## config.mk

```make
export PLATFORM = sky130hd
export DESIGN_NAME = counter_run_ctrl
export DESIGN_NICKNAME = d
export VERILOG_FILES = /design/src/rtl/counter_run_ctrl.sv
export SDC_FILE = /design/constraint.sdc
export NUM_CORES = 1
export LEC_CHECK = 0
export ABC_AREA = 1
export CAP_MARGIN = 20
export CORE_UTILIZATION = 30
export DETAILED_ROUTE_END_ITERATION = 8
export PLACE_DENSITY = 0.42
export SKIP_LAST_GASP = 1
export SLEW_MARGIN = 15
export SYNTH_ARGS = -nofsm -noshare
export SYNTH_HDL_FRONTEND = slang
export SYNTH_SLANG_ARGS = --single-unit
export TNS_END_PERCENT = 20
```

## constraint.sdc

```tcl
create_clock -name clk -period 3.45 [get_ports clk]
set_input_delay 0.69 -clock clk [delete_from_list [all_inputs] [get_ports clk]]
set_output_delay 0.69 -clock clk [all_outputs]
set_load 0.02 [all_outputs]
```

## src/rtl/counter_run_ctrl.sv

```systemverilog
// Run/stop/clear sequencer for the 0-9999 counter: three debounced push-buttons
// drive a small FSM that emits single-cycle tick and clear enables in the clk domain.
module counter_run_ctrl #(
    parameter int DEBOUNCE_CYCLES = 100000,
    parameter int TICK_DIV        = 10000000
) (
    input  logic       clk,
    input  logic       reset,
    input  logic       btn_run_stop,
    input  logic       btn_clear,
    input  logic       btn_mode,
    output logic       tick_o,
    output logic       clear_o,
    output logic       dir_o,
    output logic       run_o,
    output logic [1:0] state_o
);

    localparam int CW = $clog2(DEBOUNCE_CYCLES + 1);
    localparam int PW = $clog2(TICK_DIV);
    localparam logic [CW-1:0] DB_LAST = CW'(DEBOUNCE_CYCLES - 1);
    localparam logic [PW-1:0] PS_LAST = PW'(TICK_DIV - 1);

    typedef enum logic [1:0] {
        IDLE  = 2'b00,
        RUN   = 2'b01,
        CLEAR = 2'b10
    } state_t;

    // Button index: 0 = run/stop, 1 = clear, 2 = mode.
    logic [2:0]    sync0_q, sync0_d;
    logic [2:0]    sync1_q, sync1_d;
    logic [2:0]    level_q, level_d;
    logic [2:0]    prev_q, prev_d;
    logic [2:0]    press_q, press_d;
    logic [CW-1:0] cnt_q [3];
    logic [CW-1:0] cnt_d [3];

    state_t        state_q, state_d;
    logic [PW-1:0] presc_q, presc_d;
    logic          dir_q, dir_d;
    logic          tick_q, tick_d;
    logic          clear_q, clear_d;
    logic          run_q, run_d;

    // Synchronize, debounce and edge-detect all three buttons.
    always_comb begin
        sync0_d = {btn_mode, btn_clear, btn_run_stop};
        sync1_d = sync0_q;
        prev_d  = level_q;
        press_d = level_q & ~prev_q;
        level_d = level_q;
        for (int i = 0; i < 3; i++) begin
            cnt_d[i] = '0;
            if (sync1_q[i] == level_q[i]) begin
                cnt_d[i] = '0;
            end else if (cnt_q[i] == DB_LAST) begin
                level_d[i] = sync1_q[i];
                cnt_d[i]   = '0;
            end else begin
                cnt_d[i] = cnt_q[i] + CW'(1);
            end
        end
    end

    // Next state, direction, prescaler and the registered output values.
    always_comb begin
        state_d = state_q;
        case (state_q)
            IDLE: begin
                if (press_q[1]) begin
                    state_d = CLEAR;
                end else if (press_q[0]) begin
                    state_d = RUN;
                end else begin
                    state_d = IDLE;
                end
            end
            RUN: begin
                if (press_q[1]) begin
                    state_d = CLEAR;
                end else if (press_q[0]) begin
                    state_d = IDLE;
                end else begin
                    state_d = RUN;
                end
            end
            CLEAR:   state_d = IDLE;
            default: state_d = IDLE;
        endcase

        dir_d = dir_q ^ press_q[2];

        // The partial period is dropped as soon as RUN is left.
        presc_d = '0;
        if ((state_q == RUN) && (state_d == RUN)) begin
            presc_d = (presc_q == PS_LAST) ? '0 : presc_q + PW'(1);
        end else begin
            presc_d = '0;
        end

        tick_d  = (state_d == RUN) && (presc_d == PS_LAST);
        clear_d = (state_d == CLEAR);
        run_d   = (state_d == RUN);
    end

    // State and datapath registers with asynchronous reset.
    always_ff @(posedge clk or posedge reset) begin
        if (reset) begin
            sync0_q <= 3'b000;
            sync1_q <= 3'b000;
            level_q <= 3'b000;
            prev_q  <= 3'b000;
            press_q <= 3'b000;
            for (int i = 0; i < 3; i++) begin
                cnt_q[i] <= '0;
            end
            state_q <= IDLE;
            presc_q <= '0;
            dir_q   <= 1'b0;
            tick_q  <= 1'b0;
            clear_q <= 1'b0;
            run_q   <= 1'b0;
        end else begin
            sync0_q <= sync0_d;
            sync1_q <= sync1_d;
            level_q <= level_d;
            prev_q  <= prev_d;
            press_q <= press_d;
            for (int i = 0; i < 3; i++) begin
                cnt_q[i] <= cnt_d[i];
            end
            state_q <= state_d;
            presc_q <= presc_d;
            dir_q   <= dir_d;
            tick_q  <= tick_d;
            clear_q <= clear_d;
            run_q   <= run_d;
        end
    end

    assign tick_o  = tick_q;
    assign clear_o = clear_q;
    assign dir_o   = dir_q;
    assign run_o   = run_q;
    assign state_o = state_q;

endmodule

```

* Yosys cells after proc, flatten, opt, wreduce, memory -nomap -nowiden
Cells that the tools add are included.
** Cells by class
- Add/sub/neg operators :: 4
- Equality and inequality tests :: 11
- Mux-type cells :: 13
- Bitwise logic cells :: 6
- Reductions and logical operators :: 6
** Operator list (count)
- 2-to-1 mux 17 bit :: 6
- adder 17 x 1 -> 17 bit, second input constant :: 3
- == test 17 bit, second input constant :: 3
- == test 24 bit, second input constant :: 2
- 2-to-1 mux 24 bit :: 2
- adder 24 x 1 -> 24 bit, second input constant :: 1
- AND reduction 2 bit :: 3
- == test 2 x 1 -> 1 bit, second input constant :: 2
- 2-to-1 mux 2 bit :: 2
- case mux 2 bit (2 select lines) :: 1
- bitwise AND 3 bit :: 1
- == test 1 bit :: 3
- NOT 1 bit :: 3
- NOT 3 bit :: 1
- == test 2 bit, second input constant :: 1
- logical AND 1 bit :: 2
- zero test 2 bit :: 1
- 2-to-1 mux 1 bit :: 2
- XOR 1 bit :: 1
** Storage, ports and cells
- Flip-flop bits (word level) :: 96
- Bits of input ports :: 5
- Output and inout port bits :: 6
- Logic and storage cells :: 56

* Logic depth before layout (Yosys ltp)
- Word-level depth :: 8
- Depth in mapped cells :: 13
- Mapped depth without buffers :: 13

* Least setup slack after synthesis
Ideal clock, no wire load.
- Path type :: flip-flop to flip-flop
- Start :: register cnt_q[17] (netlist bit)
- End :: register cnt_q[29] (netlist bit)
- Arrival time :: 1.412 ns
- Data required time :: 3.330 ns
- Setup slack :: 1.918 ns
- Cell stages (with the launch flop) :: 13
- Cell sequence :: dfrtp_1 -> ha_1 -> nand2_1 -> nor2_2 -> nand2_2 -> nor2_4 -> nand2_2 -> nor2_2 -> nand2_2 -> nor2_4 -> nand2_2 -> xor2_1 -> nor2_1
** RTL lines
- start, declared :: RTL line 36 : logic [CW-1:0] cnt_q [3];
- start signal, assigned by index :: RTL line 131 : cnt_q[i] <= cnt_d[i];

* Final worst setup path
- Start :: register state_q[1] (netlist: state_o[1])
- End :: output state_o[1]
** RTL lines
- start, declared :: RTL line 39 : state_t state_q, state_d;
- start signal, assigned :: RTL line 133 : state_q <= state_d;
- end, declared :: RTL line 16 : output logic [1:0] state_o
No word-level cell between the ends.

==> qor.yml <==
design.final.nets: 607
rr_endpoint: "tick_o$_DFF_PP0_"
cp_num_buf_inv: 1
synthMostInstantiatedCell: "sky130_fd_sc_hd__nor2_1"
critPathSlowestCell: "sky130_fd_sc_hd__clkdlybuf4s50_1"
route.detailed.vias_per_inst: 4.55
cell_at_the_root_of_the_clock_tree: "sky130_fd_sc_hd__clkbuf_16"
ys_dominant_reg_cell: "sky130_fd_sc_hd__dfrtp_1"
fin_worst_skew_ns: 0.00843
rsz0062_at_grt: "false"
hold_viol_final: 0
synth_edf_count: 0
first_global_vias: 3765
hold_path_class: "reg -> reg"
maxCapViolations: 0
placedCellCount: 803
fp.dieArea_sq_mm: 0.0166
postCtsSetupRepairBufs: 0
min_period_ns: 2.06
die_h_um: 129
floorplan.initialDensity_pct: 30.6
numCtsBuffers: 9
leakage_power_of_the_design_uw: 0.00246
cp-end-kind: "output port"
htree_levels: 3
io_buffer_count: 10
grt_start_max_net_pins: 52
syn_area_sq_mm: 0.00483
synthTopCellsByArea: "sky130_fd_sc_hd__dfrtp_1 (50%), sky130_fd_sc_hd__nor2_1 (7.7%), sky130_fd_sc_hd__nand2_1 (7.5%)"
hold-path-endpoint: "sync1_q[2]$_DFF_PP0_"
number_of_antenna_violations_at_the_first_check_in_global_routing: 0
clock-sinks: 96
timing.critical_path.cells: "clkdlybuf4s50_1"
wl_per_cell_um: 12.5
clkTransAtPathRegs_ns: 0.07
preCtsSetupSlack_ns: 1.49
cts_hold_buf: 0
timing.final.crit_share_pct: 59.7
die-width_um: 129
rr_startpoint: "state_o[1]$_DFF_PP0_"
synthesis.nets: 588
cts-root-to-sink-buffers: 2
ff2ff_setup_slack_ns: 1.53
dp.final_hpwl_um: 7410
netSwitchingFraction_pct: 22.4
worst_skew_pair.late_latency_ns: 0.35
synth.distinct_cells: 35
diodes: 0
core_area_sq_mm: 0.0158
final_layout_size_suffix_gt1_share_pct: 9.78
max_clock_freq_mhz: 486
timing.critical_path.required_ns: 2.76
tightestPinTransition_ns: 0.647
worst_hold_startpoint: "sync0_q[2]$_DFF_PP0_"
ios: 11
critical_path_class: "reg -> out"
share_clk_of_total_power_pct: 48.3
async_reset_ff_share_pct: 100
timing_max_transition_violations_final: 0
grt_first_pass_wirelength_um: 17800
ys_warn_count: 0
routed_wl_um: 10200
rr_worst_depth: 7
syn_area_per_cell_sq_um: 8.34
cts_tree: "built"
post_cts.resized_instances: 0
p_total_uw: 2330
share_comb_of_total_power_pct: 2.6
vdd_ir_drop_max_uv: 210
power_switching_uw: 520
synth-seq-area-share_pct: 49.8
outcome: "finished, final reports clean"
power.share.sequential_pct: 49.2
arrival_ns: 1.37
global_route.usage.total_pct: 13.8
core.rowCount: 46
area_growth_syn_to_fin_pct: 14.8
power_density_mw_per_mm2: 420
drt_drc_violations_left: 0
gp_congestion: 0.834
crit_path_start_kind: "register"
synth_top_area_share_pct: 49.8
count_of_fill_cells_added_during_filler_insertion: 1674
critical_path_peak_fanout: 4
synth_area_leader_cell: "sky130_fd_sc_hd__dfrtp_1"
crit_family: "buffers and inverters"
holdPathStages: 0
synth_seq_cells: 96
ys_top_cells_by_count: "sky130_fd_sc_hd__nor2_1 (99), sky130_fd_sc_hd__nand2_1 (97), sky130_fd_sc_hd__dfrtp_1 (96)"
finalSetupViolations: 0
layout_setup_ws_ns: 1.39
dr.pass1.iters: 4
synthCells: 579
fin_tns_setup_ns: 0
drt_iter0_drc: 187
ant_nets: 0
intPower_uw: 1810
layout_cells_excl_fill: 819
dr_total_vias: 3724
grt.overflow.total: 0
slowest_delay_ns: 0.64
maxSlewHeadroom_pct: 56.7
power groups by stage:
| stage | combinational [uW] | sequential, uW | clock (uW) |
|---|---|---|---|
| after floorplan | 40.4 | 1160 | 0 |
| after global placement | 62.7 | 1170 | 0 |
| after detailed placement | 63.5 | 1170 | 0 |
| after CTS | 63.4 | 1140 | 1170 |
| after global routing | 72.5 | 1150 | 1220 |
| final | 59.8 | 1140 | 1120 |
metal layers:
metal / vias up / global-route usage, % / share of wire (%)
li1: 1897 / - / -
met1: 1766 / 18.8 / 50
met2: 46 / 21.4 / 45
met3: 15 / 2.37 / 2.8
met4: 0 / 6.37 / 1.9
met5: - / 0 / 0
sequential cells by signal (all words and copies together) (netlist names):
name	cells
cnt_q	51
presc_q	24
level_q	3
press_q	3
prev_q	3
sync0_q	3
sync1_q	3
state_o	2
clear_o	1
dir_o	1
run_o	1
tick_o	1
cell usage in the layout (no fill, tap or decap), drive strengths merged:
cell / count
nor2: 117
xor2: 27
mux2: 3
nor3: 22
ha: 4
a31oi: 4
buf: 1
o211ai: 2
nand4: 17
clkbuf: 9
clkinvlp: 1
o21ai: 10
inv: 88
nor4: 7
xnor2: 2
o21bai: 2
nand3b: 1
o21a: 2
nor3b: 5
bufinv: 2
and2: 1
a211oi: 5
o31ai: 2
clkdlybuf4s50: 10
nand2: 107
or2: 1
nand3: 39
a21oi: 16
dfrtp: 96
logic make-up after synthesis:
| group | after synthesis | share of synthesized area, % |
|---|---|---|
| buffers and inverters | 87 | 6.82 |
| multiplexers | 3 | 0.700 |
| adder cells (fa/ha/maj) | 4 | 1.04 |
| XOR/XNOR | 29 | 5.26 |
| flip-flops | 96 | 49.8 |
| AO/OA/AOI/OAI | 43 | 5.24 |
| AND/OR/NAND/NOR | 317 | 31.2 |
stage by stage:
| stage | hold slack [ns] | cell area, sq um | utilization, % |
|---|---|---|---|
| after floorplan | 0.331 | 4830 | - |
| after global placement | 0.334 | 5210 | 33.0 |
| after detailed placement | 0.337 | 5210 | 33.0 |
| after CTS | 0.355 | 5540 | 35.1 |
| after global routing | 0.376 | 5540 | 35.1 |
| final | 0.354 | 5540 | 35.1 |
cell type report:
type,instances,area [sq um],share of cell area (%)
Clock buffer,9,225,4.06
Clock inverter,7,110,1.99
Inverter,84,318,5.73
Multi-Input combinational cell,396,2100,37.8
Sequential cell,96,2400,43.4
Tap cell,216,270,4.88
Timing Repair Buffer,11,120,2.17
how the worst max path moves through the flow:
stage,start,end,slack (ns),depth (start not counted)
2_1_floorplan,reset,clear_o$_DFF_PP0_,0.25,1
4_1_cts,state_o[1]$_DFF_PP0_,state_o[1],1.35,1
3_5_place_dp,state_o[1]$_DFF_PP0_,tick_o$_DFF_PP0_,1.49,9
6_report,state_o[1]$_DFF_PP0_,state_o[1],1.39,1
3_3_place_gp,state_o[1]$_DFF_PP0_,tick_o$_DFF_PP0_,1.49,9
5_1_grt,state_o[1]$_DFF_PP0_,tick_o$_DFF_PP0_,1.25,11
worst register-to-register path, cell delays in order, from the launching register on:
cell,delay [ns]
sky130_fd_sc_hd__dfrtp_1,0.41
sky130_fd_sc_hd__nor2_1,0.19
sky130_fd_sc_hd__nand2_1,0.34
sky130_fd_sc_hd__nor2_1,0.31
sky130_fd_sc_hd__inv_1,0.27
sky130_fd_sc_hd__nor2_4,0.17
sky130_fd_sc_hd__nand3_2,0.08
sky130_fd_sc_hd__nor2_2,0.09
Power figures use the tool's default switching activity.
